$ cat src/rtl/mul_seq_ctrl.sv
`default_nettype none
// ============================================================================
// Module   : mul_seq_ctrl
// Purpose  : Sequential shift-and-add multiplier controller driving a shared
//            external 32-bit adder; yields a 64-bit {hi, lo} product.
// Revision : 1.0 - initial release
// ============================================================================
module mul_seq_ctrl #(
    parameter int WIDTH = 32,
    parameter int CNT_W = 6
) (
    input  logic             clk,
    input  logic             rst,
    input  logic             start,
    input  logic             sign,
    input  logic [WIDTH-1:0] opa,
    input  logic [WIDTH-1:0] opb,
    output logic [WIDTH-1:0] add_a,
    output logic [WIDTH-1:0] add_b,
    input  logic [WIDTH-1:0] add_p,
    output logic             busy,
    output logic             done,
    output logic [WIDTH-1:0] hi,
    output logic [WIDTH-1:0] lo
);

    localparam logic [1:0] c_s_idle = 2'd0;
    localparam logic [1:0] c_s_run  = 2'd1;
    localparam logic [1:0] c_s_done = 2'd2;

    localparam logic [CNT_W-1:0] c_last_iter = CNT_W'(WIDTH - 1);

    logic [1:0]         r_state;
    logic [WIDTH-1:0]   r_mcand;
    logic [WIDTH-1:0]   r_acc_hi;
    logic [WIDTH-1:0]   r_acc_lo;
    logic               r_neg;
    logic [CNT_W-1:0]   r_cnt;
    logic               r_busy;
    logic               r_done;
    logic [WIDTH-1:0]   r_hi;
    logic [WIDTH-1:0]   r_lo;

    logic               w_run;
    logic [WIDTH-1:0]   w_mag_a;
    logic [WIDTH-1:0]   w_mag_b;
    logic               w_carry;
    logic [2*WIDTH-1:0] w_next;
    logic [2*WIDTH-1:0] w_result;

    // Magnitudes are formed locally so the shared adder is only used in RUN;
    // the most negative value maps onto itself and reads as an unsigned magnitude.
    assign w_mag_a = (sign && opa[WIDTH-1]) ? (~opa + WIDTH'(1)) : opa;
    assign w_mag_b = (sign && opb[WIDTH-1]) ? (~opb + WIDTH'(1)) : opb;

    assign w_run = (r_state == c_s_run);
    assign add_a = w_run ? r_acc_hi : '0;
    assign add_b = (w_run && r_acc_lo[0]) ? r_mcand : '0;

    // The adder has no carry-out; a wrapped sum is always smaller than an operand.
    assign w_carry  = (add_p < add_a);
    assign w_next   = {w_carry, add_p, r_acc_lo[WIDTH-1:1]};
    assign w_result = r_neg ? (~w_next + (2*WIDTH)'(1)) : w_next;

    always_ff @(posedge clk) begin
        if (rst) begin
            r_state  <= c_s_idle;
            r_mcand  <= '0;
            r_acc_hi <= '0;
            r_acc_lo <= '0;
            r_neg    <= 1'b0;
            r_cnt    <= '0;
            r_busy   <= 1'b0;
            r_done   <= 1'b0;
            r_hi     <= '0;
            r_lo     <= '0;
        end else begin
            case (r_state)
                c_s_idle, c_s_done: begin
                    r_done <= 1'b0;
                    if (start) begin
                        r_mcand  <= w_mag_a;
                        r_acc_hi <= '0;
                        r_acc_lo <= w_mag_b;
                        r_neg    <= sign & (opa[WIDTH-1] ^ opb[WIDTH-1]);
                        r_cnt    <= '0;
                        r_busy   <= 1'b1;
                        r_state  <= c_s_run;
                    end else begin
                        r_busy   <= 1'b0;
                        r_state  <= c_s_idle;
                    end
                end
                c_s_run: begin
                    {r_acc_hi, r_acc_lo} <= w_next;
                    r_cnt <= r_cnt + CNT_W'(1);
                    if (r_cnt == c_last_iter) begin
                        {r_hi, r_lo} <= w_result;
                        r_busy  <= 1'b0;
                        r_done  <= 1'b1;
                        r_state <= c_s_done;
                    end
                end
                default: begin
                    r_busy  <= 1'b0;
                    r_done  <= 1'b0;
                    r_state <= c_s_idle;
                end
            endcase
        end
    end

    assign busy = r_busy;
    assign done = r_done;
    assign hi   = r_hi;
    assign lo   = r_lo;

endmodule
`default_nettype wire
$ cat config.mk
export PLATFORM = sky130hd
export DESIGN_NAME = mul_seq_ctrl
export DESIGN_NICKNAME = d
export VERILOG_FILES = /design/src/rtl/mul_seq_ctrl.sv
export SDC_FILE = /design/constraint.sdc
export NUM_CORES = 1
export LEC_CHECK = 0
export ABC_CLOCK_PERIOD_IN_PS = 4800
export CAP_MARGIN = 20
export CORE_UTILIZATION = 55
export CTS_CLUSTER_SIZE = 12
export DETAILED_ROUTE_END_ITERATION = 7
export PLACE_DENSITY = 0.95
export REMOVE_ABC_BUFFERS = 1
export SLEW_MARGIN = 20
export SYNTH_ARGS = -nofsm -noshare
export SYNTH_HDL_FRONTEND = slang
export SYNTH_SLANG_ARGS = --single-unit
export TNS_END_PERCENT = 5
$ cat constraint.sdc
create_clock -name clk -period 4.8 [get_ports clk]
set_input_delay 0.48 -clock clk [delete_from_list [all_inputs] [get_ports clk]]
set_output_delay 0.48 -clock clk [all_outputs]
set_load 0.05 [all_outputs]
==> flow_metrics.tcl, run 1 <==
set metrics [dict create \
    status "complete, no violations" \
    worst_hold_startpoint "r_mcand[0]" \
    grt.overflow.total 0 \
    post_dp_cell_area_mm2 0.0123 \
    postSynth.asyncResetShare_pct 0 \
    total_wire_length_after_detailed_routing_mm 30.5 \
    cts_made_buffers 17 \
    max_clock_buf_depth 2 \
    critical_path.startpoint_type "flip-flop" \
    final_hold_viol_count 0 \
    setup_repair_after_global_routing_missed_its_margin "false" \
    min_path_type "flip-flop to flip-flop" \
    power.share.switching_pct 30.5 \
    synth_compound_gate_area_share_pct 25.7 \
    clockRootBuffer "sky130_fd_sc_hd__clkbuf_16" \
    leakagePower_nw 4.86 \
    cellInternalPower_mw 2.61 \
    cts_tree "yes" \
    cp_slowest_stage_delay_ps 830 \
    post-route-period-util_pct 78.5 \
    ys.flop_type "sky130_fd_sc_hd__dfxtp_1" \
    max-cap-violations 0 \
    cp-startpoint "busy" \
    final-instance-count-excl-fill 1604 \
    synthesis.area_mm2 0.00993 \
    synthesis.yosys.warnings 0 \
    io_pins 230 \
    power_density_mw_per_mm2 292 \
    row_count 48 \
    grt_pass1_wl_mm 48.2 \
    layout-area-overhead-vs-synth_pct 29.6 \
    insertion_delay_ps 440 \
    yosys.area.top_type_share_pct 34.3 \
    post_drt_via_cell_ratio 6.31 \
    detailedPlacementHpwl_mm 21.5 \
    first_pass_iters 5 \
    yosysSeqAreaShare_pct 34.3 \
    placed_cells 1572 \
    crit_path_cell_trace "nor2b_4, buf_4, and3_1, clkdlybuf4s50_1" \
    post_cts.resized_instances 0 \
    post_cts_hold_buffer_count 0 \
    grt_pass1_vias 9723 \
    drc 0 \
    post_synth_inst_count 1195 \
    synth_adder_area_share_pct 4.41 \
    launch_instance_of_the_worst_register_to_register_path "busy" \
    die-height_um 136 \
    drtAntennaViolNets 0 \
    yosysUniqueCellTypes 66 \
    final_nets 1501 \
    power_switching_mw 1.14 \
    comb_power_share_pct 20.3 \
    power.ir.vdd_worst_v 0.000289 \
    required_ps 4320 \
    critical_path.endpoint_type "primary output" \
    post_cts_buffers 0 \
    post-route-worst-setup-slack_ps 1030 \
    design.die.area_mm2 0.0186 \
    critical_path_class "flip-flop to primary output" \
    fmax_mhz 266 \
    globalRouteTotalUtil_pct 32.9 \
    setup_viol 0 \
    report.final.slew_viol_count 0 \
    share_clk_of_total_power_pct 38.1 \
    ys_top_cells_by_area "sky130_fd_sc_hd__dfxtp_1 34%, sky130_fd_sc_hd__xor2_1 6.4%, sky130_fd_sc_hd__ha_1 4.4%" \
    layout-drive-gt1-share_pct 6.02 \
    netlist.top_cell.by_area "sky130_fd_sc_hd__dfxtp_1" \
    synth_edf_count 0 \
    antenna_found_initial 0 \
    initial_utilization_pct 56.8 \
    avgSynthCellArea_um2 8.31 \
    pre_cts_slack_ps 1300 \
    critical_path.max_fanout 44 \
    cts.sinks 170 \
    gpl.final_weighted_congestion 0.933 \
    final_util_pct 73.6 \
    buffer_ports.inserted 229 \
    most-common-layout-cells "228 x sky130_fd_sc_hd__clkdlybuf4s50_1, 169 x sky130_fd_sc_hd__dfxtp_1, 105 x sky130_fd_sc_hd__nand2_1" \
    antenna-diode-count 0 \
    crit_arrival_ps 3290 \
    core-area_mm2 0.0175 \
    min_period_ps 3770 \
    fp.dieW_um 136 \
    grt_max_degree 84 \
    ys_ff_latch 170 \
    detail_route.wl_per_cell_um 19.0 \
    tightestPinTransition_ps 982 \
    synth-simple-area-share_pct 20.5 \
    htreeDepth 4 \
    cts_clk_pin_slew_worst_paths_ps 60 \
    main_combinational_cell_family_by_area_after_synthesis "compound AO/OA/AOI/OAI gates" \
    synth_mux_area_share_pct 0.302 \
    vias 10100 \
    postLayoutCellArea_mm2 0.0129 \
    critical-path-slowest-cell "sky130_fd_sc_hd__nor2b_4" \
    detailedRoute.firstIterationViolations 877 \
    power.share.sequential_pct 41.6 \
    yosys.area_share.xor_xnor_pct 9.53 \
    maxSlewHeadroom_pct 34.5 \
    clock-skew-final_ps 9.39 \
    layout.cells.most_common "sky130_fd_sc_hd__clkdlybuf4s50_1" \
]
## area by class of cell
type	instances	area [µm²]
Sequential cell	170	3400
Tap cell	225	282
Clock inverter	11	134
Multi-Input combinational cell	893	6040
Clock buffer	21	480
Timing Repair Buffer	239	2360
Fill cell	1239	4610
Inverter	45	169
## path summary, 6_finish.rpt
check,slack (ps),to,cells past startpoint
setup / recovery,1030,add_b[29],4
setup reg to reg,1140,hi[31],9
hold reg to reg,450,r_mcand[0],2
hold / removal,450,r_mcand[0],2
## layer usage
metal	global-route usage (%)	vias to the layer above	routed length, µm
li1	-	4753	-
met1	39.7	4706	11900
met2	55.6	587	14700
met3	7.46	75	2940
met4	14.6	0	868
met5	0	-	0
## power groups by stage
stage,registers (mW),clock network (mW),logic (mW)
final,1.56,1.43,0.765
after global routing,1.57,1.50,0.824
after CTS,1.56,1.44,0.753
after floorplan,1.57,0,0.455
after global placement,1.58,0,0.725
after detailed placement,1.59,0,0.746
## critical path: cells and delay by family (launching register included)
kind | cells | cell delay (ps)
buffers and inverters | 2 | 1330
AND/OR/NAND/NOR | 2 | 1080
flip-flops | 1 | 430
## through the flow
step                      power [mW]  hold WS [ps]  setup TNS [ps]
after floorplan                 2.03           417         -178420
after global placement          2.31           436               0
after detailed placement        2.33           444               0
after CTS                       3.75           455               0
after global routing            3.90           475               0
final                           3.76           455               0
## sequential cells by signal, summed over array words and instances (netlist names), 6 cells and up
name / cells
r_cnt: 6
r_acc_hi: 32
r_acc_lo: 32
hi: 32
lo: 32
r_mcand: 32
## kinds of logic (layout without fill, tap and decap cells)
kind of cell,Yosys count,count (layout)
AND/OR/NAND/NOR,383,383
flip-flops,170,170
AO/OA/AOI/OAI,364,364
XOR/XNOR,108,108
adder cells (fa/ha/maj),35,35
multiplexers,3,3
buffers and inverters,132,316
## synthesized netlist by cell type, types with 4 or more instances
| cell | number |
|---|---|
| sky130_fd_sc_hd__a311oi_1 | 6 |
| sky130_fd_sc_hd__nor2_1 | 86 |
| sky130_fd_sc_hd__nand3_1 | 13 |
| sky130_fd_sc_hd__nor4_2 | 5 |
| sky130_fd_sc_hd__a21oi_1 | 77 |
| sky130_fd_sc_hd__xnor2_1 | 35 |
| sky130_fd_sc_hd__or4_1 | 17 |
| sky130_fd_sc_hd__nor2b_1 | 4 |
| sky130_fd_sc_hd__o41ai_2 | 6 |
| sky130_fd_sc_hd__and3_1 | 33 |
| sky130_fd_sc_hd__a31oi_1 | 11 |
| sky130_fd_sc_hd__nand2b_1 | 8 |
| sky130_fd_sc_hd__clkbuf_1 | 68 |
| sky130_fd_sc_hd__o22ai_1 | 6 |
| sky130_fd_sc_hd__or3_1 | 36 |
| sky130_fd_sc_hd__buf_1 | 9 |
| sky130_fd_sc_hd__nand4_1 | 9 |
| sky130_fd_sc_hd__buf_2 | 5 |
| sky130_fd_sc_hd__nor3_1 | 24 |
| sky130_fd_sc_hd__or2_2 | 8 |
| sky130_fd_sc_hd__nand2_1 | 105 |
| sky130_fd_sc_hd__o41ai_1 | 17 |
| sky130_fd_sc_hd__xor2_1 | 73 |
| sky130_fd_sc_hd__o21ai_0 | 46 |
| sky130_fd_sc_hd__ha_1 | 35 |
| sky130_fd_sc_hd__a211oi_1 | 46 |
| sky130_fd_sc_hd__dfxtp_1 | 170 |
| sky130_fd_sc_hd__o21bai_1 | 22 |
| sky130_fd_sc_hd__a22o_1 | 32 |
| sky130_fd_sc_hd__o31ai_1 | 27 |
| sky130_fd_sc_hd__a22oi_1 | 31 |
| sky130_fd_sc_hd__nor4_1 | 13 |
| sky130_fd_sc_hd__o31ai_2 | 4 |
| sky130_fd_sc_hd__inv_1 | 45 |
| sky130_fd_sc_hd__o21ai_1 | 9 |
Note: power is estimated with default switching activity, not from simulation.
==> run 2: changes to the inputs <==
--- a/config.mk
+++ b/config.mk
@@ -5,12 +5,12 @@
 export SDC_FILE = /design/constraint.sdc
 export NUM_CORES = 1
 export LEC_CHECK = 0
-export ABC_CLOCK_PERIOD_IN_PS = 4800
+export ABC_CLOCK_PERIOD_IN_PS = 3500
 export CAP_MARGIN = 20
-export CORE_UTILIZATION = 55
+export CORE_UTILIZATION = 51
 export CTS_CLUSTER_SIZE = 12
 export DETAILED_ROUTE_END_ITERATION = 7
-export PLACE_DENSITY = 0.95
+export PLACE_DENSITY = 0.91
 export REMOVE_ABC_BUFFERS = 1
 export SLEW_MARGIN = 20
 export SYNTH_ARGS = -nofsm -noshare
==> constraint.sdc (replaced) <==
create_clock -name clk -period 3.5 [get_ports clk]
set_input_delay 0.35 -clock clk [delete_from_list [all_inputs] [get_ports clk]]
set_output_delay 0.35 -clock clk [all_outputs]
set_load 0.05 [all_outputs]
==> run 2 against run 1 <==
Effect of this change: non-clock buffer count grew 8; largest power group unchanged; critical path type unchanged; die area up 7.7%; power increased by 38%; global-route usage decreased by 2.3 points.
==> flow_metrics.tcl, run 2 (synthesized netlist as in run 1, its figures left out) <==
set metrics [dict create \
    status "complete, no violations" \
    critical_path_class "flip-flop to primary output" \
    globalRouteTotalUtil_pct 30.6 \
    first_pass_iters 6 \
    layout-area-overhead-vs-synth_pct 31.1 \
    crit_arrival_ps 2920 \
    met1_usage_pct 37.1 \
    min_path_type "primary input to flip-flop" \
    totalNegativeSetupSlack_ps 0 \
    cp_slowest_stage_delay_ps 810 \
    critical_path.top_delay_family "buffers and inverters" \
    critical_path.max_fanout 54 \
    power.share.sequential_pct 41.1 \
    row_count 50 \
    cts.sinks 170 \
    total_wire_length_after_detailed_routing_mm 30.6 \
    gpl.final_weighted_congestion 0.901 \
    tightestPinTransition_ps 942 \
    grt_pass1_vias 9576 \
    power.ir.vdd_worst_v 0.000321 \
    power_switching_mw 1.66 \
    critical-path-slowest-cell "sky130_fd_sc_hd__clkdlybuf4s50_1" \
    max-cap-violations 0 \
    comb_power_share_pct 20.5 \
    cts_clk_pin_slew_worst_paths_ps 70 \
    power_density_mw_per_mm2 400 \
    cp-startpoint "busy" \
    cts_made_buffers 17 \
    drtAntennaViolNets 0 \
    required_ps 3150 \
    fp.dieW_um 142 \
    max_clock_buf_depth 2 \
    maxSlewHeadroom_pct 37.1 \
    grt_max_degree 105 \
    setup_repair_after_global_routing_missed_its_margin "false" \
    layout.cells.most_common "sky130_fd_sc_hd__clkdlybuf4s50_1" \
    leakagePower_nw 4.92 \
    detailedRoute.firstIterationViolations 779 \
    grt.met2_usage_pct 51.2 \
    post-route-period-util_pct 93.4 \
    critical_path.startpoint_type "flip-flop" \
    cts_tree "yes" \
    crit_path_cell_trace "nor2b_4, buf_6, and3_1, clkdlybuf4s50_1" \
    die-height_um 142 \
    power.share.switching_pct 31.8 \
    critical_path.endpoint_type "primary output" \
    final_hold_viol_count 0 \
    final.hold.worst_slack_ps 368 \
    path_buf_inv 2 \
    post_drt_via_cell_ratio 6.16 \
    drc 0 \
    insertion_delay_ps 440 \
    seq_area_mm2 0.00340 \
    initial_utilization_pct 52.6 \
    setup_viol 0 \
    detail_route.wl_per_cell_um 18.6 \
    launch_instance_of_the_worst_register_to_register_path "busy" \
    buffer_ports.inserted 229 \
    final_nets 1509 \
    vias 10200 \
    htreeDepth 4 \
    clockRootBuffer "sky130_fd_sc_hd__clkbuf_16" \
    io_pins 230 \
    report.final.slew_viol_count 0 \
    antenna-diode-count 0 \
    grt.overflow.total 0 \
    gr-max-usage-layer "met2" \
    fmax_mhz 306 \
    share_clk_of_total_power_pct 38.4 \
    clock-skew-final_ps 13.1 \
    worst_hold_startpoint "rst" \
    core-area_mm2 0.0189 \
    antenna_found_initial 0 \
    cellInternalPower_mw 3.55 \
    multiInputGateArea_mm2 0.00603 \
    design.die.area_mm2 0.0200 \
    layout-drive-gt1-share_pct 6.56 \
    most-common-layout-cells "228 x sky130_fd_sc_hd__clkdlybuf4s50_1, 169 x sky130_fd_sc_hd__dfxtp_1, 105 x sky130_fd_sc_hd__nand2_1" \
    final_util_pct 68.9 \
    nFillCells 1478 \
    min_period_ps 3270 \
    detailedPlacementHpwl_mm 21.4 \
    grt_pass1_wl_mm 48.9 \
    met3_usage_pct 8.44 \
]
run 2: power groups by stage:
stage | Combinational (mW) | Sequential (mW) | Clock (mW)
floorplan | 0.624 | 2.16 | 0
global placement | 1.00 | 2.17 | 0
detailed placement | 1.04 | 2.18 | 0
CTS | 1.05 | 2.14 | 2.03
global route | 1.15 | 2.15 | 2.11
finish | 1.07 | 2.14 | 2.00
run 2: what timing repair did:
| action | CTS | global route |
|---|---|---|
| setup endpoints to repair | 0 | 1 |
| hold buffers | 0 | 0 |
| resized for setup | 0 | 1 |
| setup buffers | 0 | 0 |
run 2: final timing paths:
path                to  slack [ps]  cells past startpoint
min           r_cnt[4]         370                      2
min reg2reg      lo[0]         450                      2
max reg2reg     hi[31]         290                     10
max          add_b[30]         230                      4
run 2: layout make-up:
class | instances | share of cell area (%)
tap | 260 | 2.50
sequential | 170 | 26.2
clock inverter | 15 | 1.52
multi-input combinational | 893 | 46.3
clock buffer | 17 | 3.27
timing repair buffer | 247 | 18.9
inverter | 45 | 1.30
run 2: per-stage QoR:
stage | cell area (µm²) | power, mW | instances | setup WS [ps]
4_1_cts | 13000 | 5.21 | 1647 | 109
3_3_place_gp | 12400 | 3.18 | 1614 | 459
3_5_place_dp | 12400 | 3.21 | 1615 | 415
6_report | 13000 | 5.21 | 1647 | 233
2_1_floorplan | 9570 | 2.78 | 1108 | -4020
5_1_grt | 13000 | 5.41 | 1647 | 162
run 2: worst register-to-register path, delay by kind of cell, from the launching register on:
kind | cells | cell delay, ps
simple gates | 5 | 1130
buf+inv | 1 | 280
fa+ha+maj | 1 | 320
flops | 1 | 440
compound gates | 3 | 940
run 2: layer usage:
layer	vias up	wire length [µm]
met5	-	0
met4	0	880
met3	81	2990
met2	543	14600
met1	4760	12100
li1	4767	-
==> run 3: changes to the inputs <==
--- a/config.mk
+++ b/config.mk
@@ -8,7 +8,6 @@
 export ABC_CLOCK_PERIOD_IN_PS = 3500
 export CAP_MARGIN = 20
 export CORE_UTILIZATION = 51
-export CTS_CLUSTER_SIZE = 12
 export DETAILED_ROUTE_END_ITERATION = 7
 export PLACE_DENSITY = 0.91
 export REMOVE_ABC_BUFFERS = 1
==> results of run 3 <==
No change in the layout: final DEF, timing and power equal those of run 2.
